**src/rtl/sweep_pkg.sv**
```systemverilog
// Shared types and constants for the truth-table sweeper.
package sweep_pkg;

  typedef enum logic [1:0] {
    IDLE   = 2'd0,
    DRIVE  = 2'd1,
    SAMPLE = 2'd2,
    DONE   = 2'd3
  } state_t;

  // Truth table of sillyfunction: y = ~b&~c | a&~b  (rows 0, 4, 5 high).
  localparam logic [7:0] SILLY_TRUTH = 8'h31;

  localparam int NVEC  = 8;
  localparam int IDX_W = 3;

endpackage

```
**src/rtl/truth_table_sweeper.sv**
```systemverilog
// Sweeps abc through 000..111, lets the combinational block under test
// settle for SETTLE cycles per vector, samples y and scores it against EXPECT.
module truth_table_sweeper
  import sweep_pkg::*;
#(
  parameter logic [NVEC-1:0] EXPECT = SILLY_TRUTH,
  parameter int unsigned     SETTLE = 1
) (
  input  logic             clk,
  input  logic             reset,
  input  logic             start,
  input  logic             y,
  output logic             a,
  output logic             b,
  output logic             c,
  output logic             busy,
  output logic             done,
  output logic             pass,
  output logic [3:0]       err_count,
  output logic             fail_valid,
  output logic [IDX_W-1:0] fail_idx
);

  localparam logic [3:0]       SETTLE_LAST = 4'(SETTLE - 1);
  localparam logic [3:0]       ERR_MAX     = 4'(NVEC);
  localparam logic [IDX_W-1:0] LAST_IDX    = IDX_W'(NVEC - 1);

  state_t           r_state;
  logic [IDX_W-1:0] r_idx;
  logic [3:0]       r_settle;
  logic             r_busy;
  logic             r_done;
  logic             r_pass;
  logic [3:0]       r_err;
  logic             r_fail_valid;
  logic [IDX_W-1:0] r_fail_idx;

  logic             w_mismatch;
  logic [3:0]       w_err_next;

  // Score the current vector; an X/Z on y is treated as wrong.
  always_comb begin
    w_mismatch = (y !== EXPECT[r_idx]);
    w_err_next = r_err;
    if (w_mismatch && (r_err != ERR_MAX)) begin
      w_err_next = r_err + 4'd1;
    end
  end

  // Sweep controller; every output comes straight from a register.
  always_ff @(posedge clk) begin
    if (reset) begin
      r_state      <= IDLE;
      r_idx        <= '0;
      r_settle     <= '0;
      r_busy       <= 1'b0;
      r_done       <= 1'b0;
      r_pass       <= 1'b0;
      r_err        <= '0;
      r_fail_valid <= 1'b0;
      r_fail_idx   <= '0;
    end else begin
      r_done <= 1'b0;
      case (r_state)
        IDLE: begin
          if (start) begin
            r_state      <= DRIVE;
            r_idx        <= '0;
            r_settle     <= '0;
            r_err        <= '0;
            r_fail_valid <= 1'b0;
            r_fail_idx   <= '0;
            r_pass       <= 1'b0;
            r_busy       <= 1'b1;
          end
        end
        DRIVE: begin
          if (r_settle == SETTLE_LAST) begin
            r_state <= SAMPLE;
          end else begin
            r_settle <= r_settle + 4'd1;
          end
        end
        SAMPLE: begin
          r_err <= w_err_next;
          if (w_mismatch && !r_fail_valid) begin
            r_fail_valid <= 1'b1;
            r_fail_idx   <= r_idx;
          end
          if (r_idx == LAST_IDX) begin
            // Verdict uses the count including the last vector's result.
            r_state <= DONE;
            r_busy  <= 1'b0;
            r_done  <= 1'b1;
            r_pass  <= (w_err_next == 4'd0);
          end else begin
            r_idx    <= r_idx + 1'b1;
            r_settle <= '0;
            r_state  <= DRIVE;
          end
        end
        DONE: begin
          r_state <= IDLE;
        end
        default: begin
          r_state <= IDLE;
        end
      endcase
    end
  end

  assign a          = r_idx[2];
  assign b          = r_idx[1];
  assign c          = r_idx[0];
  assign busy       = r_busy;
  assign done       = r_done;
  assign pass       = r_pass;
  assign err_count  = r_err;
  assign fail_valid = r_fail_valid;
  assign fail_idx   = r_fail_idx;

endmodule
```
**config.mk**
```make
export PLATFORM = sky130hd
export DESIGN_NAME = truth_table_sweeper
export DESIGN_NICKNAME = d
export VERILOG_FILES = /design/src/rtl/sweep_pkg.sv /design/src/rtl/truth_table_sweeper.sv
export SDC_FILE = /design/constraint.sdc
export NUM_CORES = 1
export LEC_CHECK = 0
export ABC_AREA = 1
export CAP_MARGIN = 20
export CORE_MARGIN = 2
export CORE_UTILIZATION = 40
export CTS_CLUSTER_DIAMETER = 80
export DETAILED_ROUTE_END_ITERATION = 12
export SYNTH_ARGS = -nofsm -noshare
export SYNTH_HDL_FRONTEND = slang
export SYNTH_SLANG_ARGS = --single-unit
```
**constraint.sdc**
```tcl
create_clock -name clk -period 3 [get_ports clk]
set_clock_uncertainty 0.05 [all_clocks]
set_input_delay 0.3 -clock clk [delete_from_list [all_inputs] [get_ports clk]]
set_output_delay 0.3 -clock clk [all_outputs]
set_load 0.05 [all_outputs]
```
=== After elaboration in Yosys (flattened, before gate mapping) ===
Memories as Yosys holds them, arrays and structs flattened. A register that Yosys moved wholly into a read port is not among the register bits.
Cells that the tools add are included.

* Register bits after elaboration: 20
* Word-level logic and storage cells: 69
* Bits in read-only memories: 8
* Memories: 1
* Bits of input ports: 4
* Output and inout port bits: 14

* Add/subtract/negate cells: 3
* Equality and inequality tests: 12
* Order comparisons: 1
* Reductions and logical operators: 15
* Multiplexer cells: 27
* Bitwise logic cells: 1

{| class="wikitable"
|+ Memory list
! name !! depth !! width !! rd ports !! clocked after Yosys merged registers in !! wr ports !! line !! RTL
|-
| (no name shown) || 8 || 1 || 1 || 1 || 0 || truth_table_sweeper.sv:43 || <nowiki>w_mismatch = (y !== EXPECT[r_idx]);</nowiki>
|}

{| class="wikitable"
|+ Operators with widths
! cell !! count
|-
| 2-to-1 mux 4 bit || 4
|-
| 2-to-1 mux 3 bit || 5
|-
| inequality test 2 bit (second input constant) || 6
|-
| one-hot mux 3 bit (2 select lines) || 2
|-
| one-hot mux 4 bit (3 select lines) || 1
|-
| AND reduction 3 bit || 3
|-
| adder 4 x 1 -> 4 bit (second input constant) || 2
|-
| zero test 4 bit || 2
|-
| one-hot mux 2 bit (4 select lines) || 1
|-
| one-hot mux 4 bit (2 select lines) || 1
|-
| 2-to-1 mux 1 bit || 7
|-
| 2-to-1 mux 2 bit || 3
|-
| one-hot mux 1 bit (2 select lines) || 3
|-
| equality test 2 bit (second input constant) || 2
|-
| less-than comparator 3 x 4 -> 1 bit (second input constant) || 1
|-
| inequality test 4 bit (second input constant) || 1
|-
| AND reduction 2 bit || 2
|-
| AND reduction 4 bit || 1
|-
| adder 3 x 1 -> 3 bit (second input constant) || 1
|-
| equality test 3 bit (second input constant) || 1
|-
| nonzero test 3 bit || 1
|-
| equality test 2 x 1 -> 1 bit (second input constant) || 1
|-
| logical AND 1 bit || 2
|-
| zero test 2 bit || 1
|-
| other kinds (5) || 5
|}

=== Logic depth before layout (Yosys ltp) ===
* Depth after elaboration: 8
* Depth in mapped cells: 10
* Depth with buffers taken out: 10

=== Worst setup path after synthesis ===
OpenSTA, ideal clock, no wires.

* Kind: register to register
* Start: reg r_idx[0]
* End: reg with a tool-made name
* Required time: 2880 ps
* Setup time: 70 ps
* Arrival time: 1600 ps
* Buffers on the path: 0
* Stages on the path, launching flop included: 9
* Setup slack: 1280 ps
* Period minus slack after synthesis: 1720 ps
* Cells stage by stage: dfxtp_1 -> ha_1 -> ha_1 -> inv_1 -> nand2_1 -> inv_2 -> o21ai_0 -> a21oi_1 -> a21oi_1

{| class="wikitable"
|+ RTL lines
! element !! line !! RTL
|-
| from (decl) || truth_table_sweeper.sv:29 || <nowiki>logic [IDX_W-1:0] r_idx;</nowiki>
|-
| from (signal assigned) || truth_table_sweeper.sv:97 || <nowiki>r_idx <= r_idx + 1'b1;</nowiki>
|}

=== Worst setup path after layout ===
* Start: reg r_err[0] (netlist: err_count[0])
* End: out err_count[0]

{| class="wikitable"
|+ RTL lines
! element !! line !! RTL
|-
| from (decl) || truth_table_sweeper.sv:34 || <nowiki>logic [3:0] r_err;</nowiki>
|-
| from (signal assigned) || truth_table_sweeper.sv:85 || <nowiki>r_err <= w_err_next;</nowiki>
|-
| to (decl) || truth_table_sweeper.sv:19 || <nowiki>output logic [3:0] err_count,</nowiki>
|}

No word-level cell between the ends.

==> results.md <==
* Routed via count at 986
* Max Slew Vio Count at 0
* Antenna violations before repair at 0
* Multiplexer area fraction after synthesis at 0%
* Hold WC Path Type: reg -> reg
* Seq pwr share at 57.0%
* Largest net degree at the start of global routing at 19
* Buffer count from post-CTS setup fixing at 0
* Sequential area share after synthesis at about two fifths
* N_diodes at 0
* Max VDD drop at about 250 uV
* Ys Warns at 0
* Hold depth at 2
* Full die area at 3160 um2
* CTS Buf Count at 3
* Max FO, Critical Path at 7
* Unrepaired setup endpoints after global routing: false
* Worst Max-Slew Pin Slew at 0.628 ns
* Adder-Cell Fraction of Synth Area at between 6 and 7%
* Main combinational cell family by area after synthesis: simple AND/OR/NAND/NOR gates
* Clock Power Share at approximately a quarter
* Row Count at 18
* PostCTS Resize Cnt at 0
* Area grow syn2layout at 19.7%
* Total grt overflow at 0
* Slowest cell on the critical path: clkdlybuf4s50_1
* Initial core utilization at between 40 and 50%
* Root Driver: clkbuf_4
* CTS tree: built
* Fin crit share at 67.0%
* Syn Inst Count at 153
* Die height at approximately 56 um
* Critical path class: reg -> out
* Layout cells sized above 1 at a little under 10%
* Nets at between 150 and 200
* Post-CTS Hold Fix Bufs at 0
* Worst-path cell chain: clkdlybuf4s50_1
* IO Count at 18
* #FFs+latches synth at 21
* Hold Vio Cnt, Final at 0
* Critical path's top delay family: buffers and inverters
* Hold WS at 0.430 ns
* NetSw at 0.153 mW
* Critical path required time at approximately 2.7 ns
* Clock buffer depth at 2
* Buffers on Ports at 17
* CP endpoint kind: output port
* Int Pwr at approximately 0.37 mW
* Crit path DAT at around 1.7 ns
* Syn avg cell area at 7.12 um2
* Sw Share at between 20% and 30%
* Fillers at ~260
* Worst skew pair latency at ~0.30 ns
* Startpoint types: flop
* Logic gate share of total power at about 17%
* Gp weighted congestion at approximately 0.8
* Iter 0 DRT Violations at 36
* Reg2Reg Depth at 6
* Core ar. at 2520 um2
* DRC errors left at 0
* Post-Route WL at 2300 um
* Avg Vias per Cell at between 4 and 5
* Crit path buffers/inverters at 1
* Synth Area in XOR/XNOR at less than 1%
* Commonest non-fill, non-tap cells in the layout: 40 x nand2_1, 21 x dfxtp_1, 18 x nand3_1, 17 x inv_1, 17 x clkdlybuf4s50_1
* First-pass GRT wire length at approximately 4100 um
* All-layer global routing usage at about 17%
* Vias in the first global route at around 930
* H-tree depth at 1
* Post-synthesis compound-gate area fraction at 11.3%
* Synthesized Nets at about 160
* Final setup viols at 0
* Fin crit period at about 2 ns
* DR pass1 iterations at 4
* Synth cell types at 22
* Post-DP HPWL at 1700 um
* Antenna Violating Nets Remaining at 0
* Final worst slack at 0.991 ns
* Wire per inst at around 11 um
* Final Power at about 0.52 mW
* Commonest non-fill, non-tap cell in the layout: nand2_1
* Pre-CTS setup slack at 1.12 ns
* Worst-path clk slew at 0.11 ns
* Power Density at about 400 nW/um2
* Simple-Gate Fraction of Synth Area at 33.9%
* Slowest Stage Delay on Critical Path at around 0.86 ns
* Slew margin rel. at roughly 58%
* Sum Neg Setup Slack at 0 ns
* Status: finished clean
* Clk sinks at 21
* Die X at about 56 um
* Max Fclk at 498 MHz
* Leakage at roughly 0.53 nW
* Maxcap violations at 0
* Syn Std Cell Area at 1090 um2
* Cell depth of the worst setup path at 1
==> cells by family after synthesis <==
group | after synthesis
and+or+nand+nor | 81
buffers and inverters | 23
DFF | 21
AOI/OAI and AO/OA | 21
xor gates and xnor gates | 1
adders and majority gates | 6
==> layout make-up <==
class | instances | area, um2 | share of cell area (%)
multi-input combinational | 109 | 576 | 44.1
tap | 30 | 37.5 | 2.88
sequential | 21 | 420 | 32.2
inverter | 20 | 75.1 | 5.75
timing repair buffer | 17 | 170 | 13.0
clock buffer | 4 | 26.3 | 2.01
==> stage by stage <==
| step | cell area, um2 | instances | utilization (%) |
|---|---|---|---|
| 3_3_place_gp | 1280 | 197 | 50.7 |
| 5_1_grt | 1310 | 201 | 51.7 |
| 6_report | 1310 | 201 | 51.7 |
| 3_5_place_dp | 1280 | 197 | 50.7 |
| 4_1_cts | 1310 | 201 | 51.7 |
| 2_1_floorplan | 1090 | 153 | - |
==> power by group through the flow <==
stage | sequential, mW | clock (mW) | combinational (mW)
3_3_place_gp | 0.303 | 0 | 0.0875
5_1_grt | 0.298 | 0.153 | 0.100
6_report | 0.297 | 0.136 | 0.0882
4_1_cts | 0.297 | 0.141 | 0.0887
2_1_floorplan | 0.313 | 0 | 0.0581
3_5_place_dp | 0.303 | 0 | 0.0885
==> state kept, by name (all words and copies together), names as in the netlist, named ones only <==
register	cells
busy	1
r_idx	3
r_state	2
r_settle	4
err_count	4
fail_idx	3
fail_valid	1
pass	1
done	1
==> final timing paths <==
check / slack [ns] / from / to
setup / recovery: 0.99 / err_count[0] / err_count[0]
hold / removal: 0.43 / busy / busy
setup reg to reg: 1.43 / r_state[0] / r_settle[1]
hold reg to reg: 0.43 / busy / busy
==> metal layers <==
layer  track usage (%)  up-vias  part of all wire [%]
li1                  -      521                     -
met1              22.3      438                    49
met2              25.7       23                    44
met3              2.56        4                   4.6
met4              8.50        0                   2.2
met5                 0        -                     0
==> synthesized netlist by cell type, drive strengths merged <==
cell | number | area, um2
a211oi | 1 | 7.51
a21oi | 17 | 96.4
buf | 2 | 15.0
clkbuf | 1 | 3.75
dfxtp | 21 | 420
ha | 6 | 75.1
inv | 20 | 75.1
nand2 | 44 | 175
nand3 | 19 | 100
nand3b | 1 | 7.51
nand4 | 1 | 6.26
nor2 | 16 | 80.1
o21ai | 3 | 18.8
xor2 | 1 | 8.76
(Power assumes the default switching activity.)
